<file path="src/rtl/hpdcache_pkg.sv">
// Shared HPDcache request types plus the CMO opcode encoding and its
// conversion to the CMO handler's one-hot operation.
package hpdcache_pkg;
   localparam int unsigned HPDCACHE_PA_WIDTH   = 40;
   localparam int unsigned HPDCACHE_WORD_WIDTH = 64;
   localparam int unsigned HPDCACHE_REQ_WORDS  = 2;
   localparam int unsigned HPDCACHE_WAYS       = 8;

   typedef logic [HPDCACHE_PA_WIDTH-1:0] hpdcache_req_addr_t;
   typedef logic [HPDCACHE_REQ_WORDS-1:0][HPDCACHE_WORD_WIDTH-1:0] hpdcache_req_data_t;
   typedef logic [HPDCACHE_WAYS-1:0] hpdcache_way_vector_t;

   typedef struct packed {
      logic is_fence;
      logic is_inval_by_nline;
      logic is_inval_by_set;
      logic is_inval_all;
   } hpdcache_cmoh_op_t;

   // Codes 4..7 are illegal and carry no enum label.
   typedef enum logic [2:0] {
      HPDCACHE_CMO_FENCE       = 3'd0,
      HPDCACHE_CMO_INVAL_NLINE = 3'd1,
      HPDCACHE_CMO_INVAL_SET   = 3'd2,
      HPDCACHE_CMO_INVAL_ALL   = 3'd3
   } hpdcache_cmo_opcode_t;

   function automatic hpdcache_cmoh_op_t hpdcache_cmo_to_cmoh_op(input hpdcache_cmo_opcode_t op);
      hpdcache_cmoh_op_t r;
      r = '0;
      case (op)
         HPDCACHE_CMO_FENCE:       r.is_fence          = 1'b1;
         HPDCACHE_CMO_INVAL_NLINE: r.is_inval_by_nline = 1'b1;
         HPDCACHE_CMO_INVAL_SET:   r.is_inval_by_set   = 1'b1;
         HPDCACHE_CMO_INVAL_ALL:   r.is_inval_all      = 1'b1;
         default:                  r                   = '0;
      endcase
      return r;
   endfunction
endpackage

</file>
<file path="src/rtl/hpdcache_cmo_dispatch.sv">
// CMO dispatcher: registers one core CMO request, issues it to the CMO
// handler, waits for the handler to go idle and returns a tagged response.
//
// state | meaning
// IDLE  | ready for a new core request
// ISSUE | request presented to the handler, waiting for handshake
// WAIT  | handler busy; completion when its ready (idle) returns
// RESP  | response presented to the core, waiting for handshake
module hpdcache_cmo_dispatch
   import hpdcache_pkg::*;
#(
   parameter int unsigned SID_WIDTH      = 3,
   parameter int unsigned TID_WIDTH      = 6,
   parameter int unsigned WAIT_CNT_WIDTH = 16
)(
   input  logic                      clk_i,
   input  logic                      rst_ni,
   input  logic                      core_req_valid_i,
   output logic                      core_req_ready_o,
   input  logic [2:0]                core_req_op_i,
   input  hpdcache_req_addr_t        core_req_addr_i,
   input  hpdcache_req_data_t        core_req_wdata_i,
   input  logic [SID_WIDTH-1:0]      core_req_sid_i,
   input  logic [TID_WIDTH-1:0]      core_req_tid_i,
   input  logic                      core_req_need_rsp_i,
   output logic                      cmoh_req_valid_o,
   input  logic                      cmoh_req_ready_i,
   output hpdcache_cmoh_op_t         cmoh_req_op_o,
   output hpdcache_req_addr_t        cmoh_req_addr_o,
   output hpdcache_req_data_t        cmoh_req_wdata_o,
   input  logic                      cmoh_req_wait_i,
   output logic                      core_rsp_valid_o,
   input  logic                      core_rsp_ready_i,
   output logic [SID_WIDTH-1:0]      core_rsp_sid_o,
   output logic [TID_WIDTH-1:0]      core_rsp_tid_o,
   output logic                      core_rsp_error_o,
   output logic                      busy_o,
   output logic [WAIT_CNT_WIDTH-1:0] wait_cnt_o
);
   typedef enum logic [1:0] {IDLE, ISSUE, WAIT, RESP} state_e;

   state_e                    state_q, state_d;
   hpdcache_cmo_opcode_t      op_q;
   hpdcache_req_addr_t        addr_q;
   hpdcache_req_data_t        wdata_q;
   logic [SID_WIDTH-1:0]      sid_q;
   logic [TID_WIDTH-1:0]      tid_q;
   logic                      need_rsp_q;
   logic                      err_q;
   logic [WAIT_CNT_WIDTH-1:0] wait_cnt_q;
   logic                      accept;
   logic                      req_illegal;

   assign accept      = (state_q == IDLE) && core_req_valid_i;
   assign req_illegal = (core_req_op_i > 3'd3);

   always_ff @(posedge clk_i or negedge rst_ni) begin
      if (!rst_ni) begin
         state_q    <= IDLE;
         wait_cnt_q <= '0;
      end else begin
         state_q <= state_d;
         if ((state_q == WAIT) && cmoh_req_wait_i && (wait_cnt_q != '1))
            wait_cnt_q <= wait_cnt_q + 1'b1;
      end
   end

   // Payload is only meaningful behind a valid, so it carries no reset.
   always_ff @(posedge clk_i) begin
      if (accept) begin
         op_q       <= hpdcache_cmo_opcode_t'(core_req_op_i);
         addr_q     <= core_req_addr_i;
         wdata_q    <= core_req_wdata_i;
         sid_q      <= core_req_sid_i;
         tid_q      <= core_req_tid_i;
         need_rsp_q <= core_req_need_rsp_i;
         err_q      <= req_illegal;
      end
   end

   always_comb begin
      state_d          = state_q;
      core_req_ready_o = 1'b0;
      cmoh_req_valid_o = 1'b0;
      core_rsp_valid_o = 1'b0;
      case (state_q)
         IDLE: begin
            core_req_ready_o = 1'b1;
            if (core_req_valid_i) begin
               if (req_illegal) state_d = core_req_need_rsp_i ? RESP : IDLE;
               else             state_d = ISSUE;
            end
         end
         ISSUE: begin
            cmoh_req_valid_o = 1'b1;
            if (cmoh_req_ready_i) state_d = WAIT;
         end
         WAIT: begin
            if (cmoh_req_ready_i) state_d = need_rsp_q ? RESP : IDLE;
         end
         RESP: begin
            core_rsp_valid_o = 1'b1;
            if (core_rsp_ready_i) state_d = IDLE;
         end
         default: state_d = IDLE;
      endcase
   end

   assign cmoh_req_op_o    = hpdcache_cmo_to_cmoh_op(op_q);
   assign cmoh_req_addr_o  = addr_q;
   assign cmoh_req_wdata_o = wdata_q;
   assign core_rsp_sid_o   = sid_q;
   assign core_rsp_tid_o   = tid_q;
   assign core_rsp_error_o = err_q;
   assign busy_o           = (state_q != IDLE);
   assign wait_cnt_o       = wait_cnt_q;

   a_op_onehot : assert property (@(posedge clk_i) disable iff (!rst_ni)
      cmoh_req_valid_o |-> $onehot(cmoh_req_op_o));
   a_req_stable : assert property (@(posedge clk_i) disable iff (!rst_ni)
      cmoh_req_valid_o && !cmoh_req_ready_i |=>
         cmoh_req_valid_o && $stable({cmoh_req_op_o, cmoh_req_addr_o, cmoh_req_wdata_o}));
   a_rsp_stable : assert property (@(posedge clk_i) disable iff (!rst_ni)
      core_rsp_valid_o && !core_rsp_ready_i |=>
         core_rsp_valid_o && $stable({core_rsp_sid_o, core_rsp_tid_o, core_rsp_error_o}));
endmodule

</file>
<file path="config.mk">
export PLATFORM = sky130hd
export DESIGN_NAME = hpdcache_cmo_dispatch
export DESIGN_NICKNAME = d
export VERILOG_FILES = /design/src/rtl/hpdcache_pkg.sv /design/src/rtl/hpdcache_cmo_dispatch.sv
export SDC_FILE = /design/constraint.sdc
export NUM_CORES = 1
export LEC_CHECK = 0
export BUFFER_PORTS_ARGS = -buffer_cell sky130_fd_sc_hd__buf_4
export CAP_MARGIN = 20
export CORE_AREA = 2 2 150 152
export DETAILED_ROUTE_END_ITERATION = 8
export DIE_AREA = 0 0 152 154
export MAX_ROUTING_LAYER = met4
export PLACE_DENSITY = 0.6
export SLEW_MARGIN = 40
export SYNTH_ARGS = -nofsm -noshare
export SYNTH_HDL_FRONTEND = slang
export SYNTH_SLANG_ARGS = --single-unit
export TNS_END_PERCENT = 20
</file>
<file path="constraint.sdc">
create_clock -name clk_i -period 14.2 [get_ports clk_i]
set_input_delay 2.84 -clock clk_i [delete_from_list [all_inputs] [get_ports clk_i]]
set_output_delay 2.84 -clock clk_i [all_outputs]
set_load 0.01 [all_outputs]
</file>
== Word-level counts from Yosys, hierarchy flattened ==
Index checks and enable logic that the tools add are counted.
Cells by class
  add/sub/neg operators: 1
  $lt $le $gt $ge: 1
  eq/ne operators: 11
  multiplexer cells: 15
  reductions and logical operators: 7
Operator list (count)
  16-bit by 1-bit adder with 16-bit output (second input constant): 1
  16-bit != test (second input constant): 1
  2-bit two-way mux: 7
  2-bit != test (second input constant): 4
  2-bit one-hot mux with 4 select lines: 1
  1-bit two-way mux: 7
  3-bit by 2-bit equality test with 1-bit output (second input constant): 2
  2-bit equality test (second input constant): 2
  4-bit AND reduction: 1
  3-bit by 1-bit equality test with 1-bit output (second input constant): 1
  3-bit by 2-bit greater-than comparator with 1-bit output (second input constant): 1
  1-bit logical AND: 3
  3-bit logical NOT: 1
  2-bit by 1-bit equality test with 1-bit output (second input constant): 1
  2-bit logical NOT: 1
  2-bit nonzero test: 1
Word-level totals
  register bits after elaboration: 200
  output and inout bits: 202

== Depth between registers and ports, before layout ==
Gate-level depths: netlist of run 1.
  depth in word-level cells: 4
  gate-level depth with buffers: 5
  gate-level depth less buffers: 5

== Least setup slack after synthesis of run 1 ==
Ideal clock, no wire load.
  path kind: input to register
  from: input core_req_valid_i
  to: register addr_q[0], in the netlist cmoh_req_addr_o[0] (enable)
  setup time: 0.565 ns
  data arrival time: 6.976 ns
  required time: 13.635 ns
  setup slack: 6.659 ns
  cell stages on the path: 1
  cell sequence: and2_1
Between the ends
  longest elaborated chain between the ends: 1
Ends and longest elaborated chain
  start: declaration: line hpdcache_cmo_dispatch.sv:18  | input logic core_req_valid_i,
  1-bit logical AND: line hpdcache_cmo_dispatch.sv:54  | assign accept = (state_q == IDLE) && core_req_valid_i;
  end signal: assignment: line hpdcache_cmo_dispatch.sv:72  | addr_q <= core_req_addr_i;
  end: declaration: line hpdcache_cmo_dispatch.sv:44  | hpdcache_req_addr_t addr_q;
No other way between the ends.
A chain may end at the register's enable or synchronous reset.

== Worst setup path in the final report of run 1 ==
  from: register state_q[0]
  to: output core_req_ready_o
Between the ends
  longest elaborated chain between the ends: 2
Ends and longest elaborated chain
  start: declaration: line hpdcache_cmo_dispatch.sv:42  | state_e state_q, state_d;
  start signal: assignment: line hpdcache_cmo_dispatch.sv:62  | state_q <= state_d;
  2-bit logical NOT: line hpdcache_cmo_dispatch.sv:86  | case (state_q)
  1-bit two-way mux: line hpdcache_cmo_dispatch.sv:86
  end: declaration: line hpdcache_cmo_dispatch.sv:19  | output logic core_req_ready_o,
No other way between the ends.

==> results of run 1 <==
-- registers in the layout, summed over array words and instances (netlist names) --
signal / cells
core_rsp_sid_o: 3
cmoh_req_addr_o: 40
op_q: 3
wait_cnt_o: 16
cmoh_req_wdata_o: 128
core_rsp_tid_o: 6
core_rsp_error_o: 1
state_q: 2
need_rsp_q: 1
-- power by group --
part / internal (W) / switching [W] / total, W / leakage [nW]
logic: 0.000172 / 0.000186 / 0.000358 / 2.10
registers: 0.000788 / 0.0000456 / 0.000833 / 1.94
clock network: 0.000257 / 0.000241 / 0.000498 / 0.305
-- synth_stat cells, types with 3 or more instances --
master,instances,share of area [%]
nor3_1,5,0.39
xnor2_1,3,0.40
and2_1,3,0.29
nor4_1,5,0.48
nand4_1,4,0.39
o21ai_0,6,0.46
dfrtp_1,18,6.9
nand2_1,9,0.52
nor3b_1,3,0.35
edfxtp_1,182,84
nand3_1,8,0.62
nor2_1,5,0.29
xor2_1,8,1.1
inv_1,3,0.17
mux2_2,3,0.52
-- metal layers --
| metal | track usage, % | wire length, um | part of all wire (%) |
|---|---|---|---|
| met5 | - | 0 | 0 |
| met4 | 6.10 | 485 | 2.7 |
| met3 | 5.50 | 1400 | 7.7 |
| met2 | 25.7 | 9450 | 52 |
| met1 | 16.8 | 6850 | 38 |
-- kinds of logic (layout without fill, tap and decap cells) --
group | Yosys count | in the layout | synth area share (%)
DFF | 200 | 200 | 91.1
and+or+nand+nor | 55 | 55 | 5.12
xor gates and xnor gates | 11 | 11 | 1.48
AOI/OAI and AO/OA | 10 | 10 | 0.867
buffers and inverters | 6 | 425 | 0.424
muxes | 5 | 5 | 0.828
adders and majority gates | 1 | 1 | 0.193
other | 0 | 1 | 0
-- per-stage QoR --
stage | std cells | power (W)
floorplan | 288 | 0.000994
global placement | 955 | 0.00120
detailed placement | 955 | 0.00121
CTS | 987 | 0.00171
global route | 988 | 0.00177
finish | 988 | 0.00169
-- critical path: stages, from the launching register on --
cell and delay [ns]:
dfrtp_1 0.50, or2_2 0.35, inv_1 0.09, buf_4 0.12
-- final timing paths --
| check | startpoint | endpoint | slack (ns) | depth (start not counted) |
|---|---|---|---|---|
| max | state_q[0] | core_req_ready_o | 9.88 | 3 |
| min | wait_cnt_o[0] | wait_cnt_o[0] | 0.52 | 1 |
| max reg2reg | state_q[0] | cmoh_req_wdata_o[64] | 11.68 | 4 |
| min reg2reg | wait_cnt_o[0] | wait_cnt_o[0] | 0.52 | 1 |
| max in group asynchronous | rst_ni | wait_cnt_o[3] | 11.72 | 1 |
| min in group asynchronous | rst_ni | state_q[0] | 2.28 | 1 |
-- layout make-up --
cell class,count,area [um^2],share of cell area [%]
antenna,1,2.50,0.0241
clock inverter,15,199,1.91
timing repair buffer,390,2930,28.2
sequential,200,5920,56.9
multi-input combinational,82,561,5.39
inverter,3,11.3,0.108
clock buffer,17,425,4.09
tap,280,350,3.37
==> run metrics, run 1 <==
first-pass GRT wire length=26200 um; Die ar.=roughly 0.023 mm^2; max-cap violations=0; # DRC=0; die height=154 um; GP Congestion=between 0.7 and 0.8; fin nets=~900; Hold WC Path Type=register to register; Post-synth EDFFs=approximately 180; post-synthesis register bit count=200; worst slack at placement=9.67 ns; Final Util=47.9%; final hold slack=0.524 ns; asr flop ratio synth=9.00%; critical path class=register to primary output; Worst EP arrival=1.48 ns; crit path max fanout=11; post-cts resize count=0; post-route ant nets=0; Clock Root Buffer=clkbuf_16; ys flop type=edfxtp_1; Routed WL per cell=~18 um; worst-margin pin slew=a little under 0.8 ns; Die W=152 um; total congestion overflow=0; placement row count=54; hold_buf cts=0; 1st-pass router iterations=5; initial core utilization=29.9%; IO buf count=388; cell area after layout=0.0104 mm^2; max_slew headroom=47.2%; Syn Area/Cell=~23 um^2; clk sinks=200; initial antenna violation count=1; total track usage=about 15%; Post CTS Setup Buffer Count=0; VDD IR max=0.0000945 V; number of synthesis warnings=0; Setup crit start kind=register; most common cell after layout, fill and taps aside=buf_4; htree depth=4; vias per inst=4.29; final wirelength=18200 um; 1st-iter DRT viols=238; worst setup margin=9.88 ns; syn_nets=476; CTS tree=done; Top Ports=389; Fmax achieved=231 MHz; Mapped Cells=288; setup TNS=0 ns; Seq/Total Area, Yosys=91.1%; minimum clock period=around 4.3 ns; Area Overhead vs Synth=60.1%; vias in the first global route=4419; synth unique cells=34; PD cells=162 mW/mm^2; Final Slew Violations=0; share of post-route cells with drive strength above 1=61.2%; element type at the critical path end=primary output; P_leak=4.34 nW; DP Area=0.00976 mm^2; number of fill cells=1895; Setup-failing EPs final=0; Worst EP required=~11 ns; CTS max path bufs=2; outcome=finished clean; final hold violations=0; CTS Buf Count=17; Setup Skew=0.0147 ns; Worst-Skew Late Latency=0.43 ns; synthesized area=roughly 0.0065 mm^2; core area=0.0217 mm^2; hpwl dp=14100 um; largest net degree at the start of global routing=89; most frequent cells in the layout=389 x buf_4, 182 x edfxtp_1, 18 x dfrtp_1; clk slew on worst S/H paths=0.08 ns; RSZ-0062 raised after global routing=false; final period utilization=30.4%; DR vias=4239
No activity file was read; power rests on OpenSTA's default activity.
==> run 2, diff against run 1 <==
Settings changed: CORE_AREA 2 2 150 152 to 2 2 153 155, DIE_AREA 0 0 152 154 to 0 0 155 157.
Clock period 14.2 ns to 3.7 ns, I/O delays scaled along.
==> run metrics, run 2 (same netlist as run 1, synthesis figures left out) <==
1st-iter DRT viols=221 (-7.1%); most common cell after layout, fill and taps aside=buf_4; 1st-pass router iterations=6 (+1); Clock Root Buffer=clkbuf_16; DR vias=4259 (+0.47%); Setup crit start kind=register; DP Area=0.00979 mm^2 (+0.28%); crit path max fanout=10 (-1); final hold violations=0 (unchanged); Worst EP required=2.96 ns (-8.40 ns); Final Slew Violations=0 (unchanged); GP Congestion=0.798 (+1.3%); hpwl dp=14400 um (+2.1%); max reg flops=128 (unchanged); post-route ant nets=0 (unchanged); RSZ-0062 raised after global routing=false; critical path class=register to primary output; vias per inst=4.29 (about the same); CP max stage delay=0.48 ns (-0.02 ns); fin nets=882 (unchanged); CTS Buf Count=17 (unchanged); worst-margin pin slew=0.539 ns (-0.252 ns); VDD IR max=0.000595 V (+530%); largest net degree at the start of global routing=94 (+5.6%); core area=0.0225 mm^2 (+3.8%); total track usage=14.9% (-0.41 points); setup TNS=0 ns (unchanged); Critical Path, Cell by Cell=or2_2 > inv_1 > buf_4; worst setup margin=1.51 ns (-8.37 ns); minimum clock period=2.19 ns; wire length on met1=6910 um (+0.96%); cell area after layout=0.0104 mm^2 (-0.34%); Top Ports=389 (unchanged); vias in the first global route=4448 (+0.66%); Worst EP arrival=1.45 ns (-0.03 ns); die height=157 um (+1.9%); clk slew on worst S/H paths=0.08 ns (about the same); total congestion overflow=0 (unchanged); first-pass GRT wire length=26000 um (-0.58%); Die ar.=0.0243 mm^2 (+4.0%); PD cells=614 mW/mm^2 (+280%); P_leak=4.32 nW (-0.65%); post-cts resize count=0 (unchanged); final wirelength=18600 um (+2.5%); CTS tree=done; max-cap violations=0 (unchanged); Area Overhead vs Synth=59.5%; hold_buf cts=0 (unchanged); DR WL met3=1760 um (+25%); htree depth=4 (unchanged); initial core utilization=28.9% (-1.1 points); WL met2=9730 um (+3.0%); Routed WL per cell=18.8 um (+2.1%); Final Util=46.0% (-1.9 points); worst slack at placement=1.76 ns (-7.91 ns); Worst path slowest cell=dfrtp_1; Die W=155 um (+2.0%); Post CTS Setup Buffer Count=0 (unchanged); top routing layer used=met4; outcome=finished clean; element type at the critical path end=primary output; placement row count=55 (+1.9%); Worst-Skew Late Latency=0.43 ns (about the same); final period utilization=59.2%; share of post-route cells with drive strength above 1=61.0% (-0.20 points); clk sinks=200 (unchanged); CTS max path bufs=2 (unchanged); Hold WC Path Type=input port to async pin; IO buf count=388 (unchanged); initial antenna violation count=1 (unchanged); Setup Skew=0.00737 ns (-0.00729 ns); # DRC=0 (unchanged); Setup-failing EPs final=0 (unchanged); Fmax achieved=roughly 460 MHz; most frequent cells in the layout=388 x buf_4, 182 x edfxtp_1, 18 x dfrtp_1; max_slew headroom=63.7% (+17 points)
## run 2: cell types whose count changed in the layout (fill, tap and decap cells not counted), moves of 2 or more
cell      before  now
clkinv_4       2    4
inv_6          1    4
clkinv_8       4    2
inv_8          5    2
buf_12         0    2
## run 2: layout make-up
cell class | instances | area (um^2)
diodes | 1 | 2.50
fillers | 1969 | 12100
well taps | 285 | 357
clock inverters | 13 | 133
repair buffers | 390 | 2950
clock buffers | 18 | 429
inverters | 3 | 11.3
flip-flops and latches | 200 | 5920
multi-input cells | 82 | 561
## run 2: power by group
| group | internal (W) | switching, W | leakage (nW) |
|---|---|---|---|
| logic | 0.000679 | 0.000721 | 2.11 |
| clock network | 0.000892 | 0.000875 | 0.271 |
| registers | 0.00302 | 0.000173 | 1.94 |
## run 2: worst max-delay path, delay by kind of cell, from the launching register on
kind / cells / cell delay, ns
flip-flops: 1 / 0.48
AND/OR/NAND/NOR: 1 / 0.35
buffers and inverters: 2 / 0.20
## run 2: per-stage QoR
stage	instances	hold WS, ns	total power, W
global placement	960	0.511	0.00463
global route	992	0.157	0.00666
finish	992	0.172	0.00636
CTS	991	0.158	0.00646
detailed placement	960	0.527	0.00467
floorplan	288	0.444	0.00376
## run 2: worst paths after layout
path                                  startpoint               endpoint  slack, ns  cells after the start
setup / recovery                      state_q[1]       core_req_ready_o       1.51                      3
hold / removal                            rst_ni          wait_cnt_o[9]       0.17                      1
setup reg to reg                      state_q[1]    cmoh_req_addr_o[26]       1.78                      4
hold reg to reg                    wait_cnt_o[0]          wait_cnt_o[0]       0.53                      1
max in group asynchronous                 rst_ni         wait_cnt_o[11]       3.31                      1
min in group clk_i         core_req_wdata_i[112]  cmoh_req_wdata_o[112]       0.48                      1
## run 2: metal layers
metal | global-route usage, % | vias up
li1 | - | 1936
met1 | 16.6 | 2073
met2 | 25.0 | 234
met3 | 5.97 | 16
met4 | 4.37 | 0
met5 | - | -
==> run 3, diff against run 2 <==
Clock period 3.7 ns to 1.8 ns, I/O delays scaled along.
==> run metrics, run 3 (same netlist as run 1, synthesis figures left out) <==
1st-pass router iterations=4 (-2); PD cells=1270 mW/mm^2 (+110%); RSZ-0062 raised after global routing=false; Post-Layout Cell Count=1019 (+2.7%); crit path max fanout=10 (unchanged); P_leak=4.48 nW (+3.8%); DP Area=0.0100 mm^2 (+2.5%); Setup crit start kind=register; core area=0.0225 mm^2 (unchanged); first-pass GRT wire length=25700 um (-1.1%); Hold WC Path Type=input port to register; P_int=0.00973 W (+110%); htree depth=4 (unchanged); Die W=155 um (unchanged); vias in the first global route=4443 (-0.11%); Die ar.=0.0243 mm^2 (unchanged); Final Slew Violations=0 (unchanged); initial core utilization=28.9% (unchanged); worst-margin pin slew=0.483 ns (-0.0562 ns); ANT cells=0 (-1); 1st-iter DRT viols=193 (-13%); most frequent cells in the layout=410 x buf_4, 182 x edfxtp_1, 17 x clkbuf_16, 17 x dfrtp_1, 9 x nand2_1; max-cap violations=0 (unchanged); Worst path slowest cell=dfrtp_1; outcome=finished clean; CTS Buf Count=17 (unchanged); VDD IR max=0.000738 V (+24%); clk slew on worst S/H paths=0.08 ns (about the same); Clk pwr share=27.4% (-0.4 points); switching power=0.00376 W (+110%); largest net degree at the start of global routing=27 (-71%); Critical Path, Cell by Cell=or2_4 > inv_4 > buf_4; worst setup margin=0.0780 ns (-1.43 ns); Routed WL per cell=18.2 um (-3.1%); DR vias=4301 (+0.99%); worst slack at placement=0.0658 ns (-1.69 ns); CTS max path bufs=2 (unchanged); number of fill cells=1925 (-2.2%); area of the multi-input gates=559 um^2 (-0.22%); Setup Skew=0.00784 ns (+0.000473 ns); most common cell after layout, fill and taps aside=buf_4; placed cells=985 (+2.6%); Worst-Skew Late Latency=0.42 ns (about the same); final wirelength=18500 um (-0.50%); final period utilization=95.7%; die height=157 um (unchanged); Final Util=47.3% (+1.2 points); Switching Share=27.9% (+0.076 points); Area Overhead vs Synth=63.8%; Top Ports=389 (unchanged); vias per inst=4.22 (-1.7%); element type at the critical path end=primary output; max reg flops=128 (unchanged); Worst EP required=1.44 ns (-1.52 ns); CP max stage delay=0.49 ns (about the same); critical path class=register to primary output; share of post-route cells with drive strength above 1=62.7% (+1.6 points); Fmax achieved=581 MHz; sequential share of power=48.6% (-1.6 points); cell area after layout=0.0106 mm^2 (+2.7%); CTS tree=done; IO buf count=388 (unchanged); final hold violations=0 (unchanged); placement row count=55 (unchanged); # DRC=0 (unchanged); initial antenna violation count=0 (-1); GP Congestion=0.814 (+1.9%); post-route ant nets=0 (unchanged); Setup-failing EPs final=0 (unchanged); register area=0.00592 mm^2 (about the same); Clock Root Buffer=clkbuf_16; minimum clock period=1.72 ns; total congestion overflow=0 (unchanged); Worst EP arrival=1.36 ns (-0.09 ns); hpwl dp=14900 um (+3.7%); clk sinks=200 (unchanged); total track usage=14.8% (-0.17 points); fin nets=909 (+3.1%); Worst path top cell family by delay=flip-flops; max_slew headroom=67.5% (+3.8 points); WP buf/inv=2 (unchanged); Gate power share=24.0% (+2.0 points)
[run 3: changes by cell type in the layout (fill, tap and decap cells not counted), moves of 2 or more]
cell,previous run,this run
buf_12,2,6
buf_4,388,410
inv_8,2,4
or2_4,0,2
[run 3: worst paths after layout]
kind                       slack, ns  cells after the start          startpoint                 end
max                             0.08                      3          state_q[1]    core_req_ready_o
min                             0.10                      1  core_req_addr_i[3]  cmoh_req_addr_o[3]
max reg2reg                     0.09                      5       wait_cnt_o[0]      wait_cnt_o[12]
min reg2reg                     0.53                      1      wait_cnt_o[11]      wait_cnt_o[11]
max in group asynchronous       1.25                      2              rst_ni      wait_cnt_o[11]
min in group asynchronous       0.33                      2              rst_ni          state_q[1]
[run 3: stage by stage]
stage	total power [W]	hold slack, ns	TNS [ns]
CTS	0.0137	0.0775	0
floorplan	0.00773	0.0644	-138.37
global route	0.0141	0.0641	0
detailed placement	0.00993	0.244	0
global placement	0.00985	0.240	0
finish	0.0135	0.104	0
[run 3: power groups by stage]
stage / logic (W) / clock network, W / registers (W)
floorplan: 0.000693 / 0 / 0.00703
global placement: 0.00322 / 0 / 0.00662
detailed placement: 0.00327 / 0 / 0.00666
CTS: 0.00328 / 0.00384 / 0.00656
global route: 0.00345 / 0.00403 / 0.00664
finish: 0.00324 / 0.00370 / 0.00656
[run 3: what timing repair did]
item	CTS	global route
endpoints found under the hold margin	18	0
endpoints found under the setup margin	0	4
setup buffers	0	1
hold buffers	1	0
resized for setup	0	2
[run 3: per-layer routing]
metal / vias up / share of wire (%) / track usage (%)
met4: 0 / 1.3 / 3.79
met5: - / 0 / -
met3: 14 / 9.6 / 6.00
met1: 2054 / 37 / 15.9
li1: 1999 / - / -
met2: 234 / 53 / 25.5
[run 3: area by class of cell]
type / instances / share of cell area (%)
inverter: 3 / 0.129
timing repair buffer: 417 / 30.2
clock buffer: 18 / 4.03
multi-input combinational: 82 / 5.26
tap: 285 / 3.35
sequential: 200 / 55.6
clock inverter: 14 / 1.45
[run 3: worst register-to-register path, cell delays in order, from the launching register on]
cell,delay [ns]
dfrtp_1,0.42
ha_1,0.19
nand4b_1,0.17
or2_4,0.32
nor2_1,0.15
mux2_2,0.34
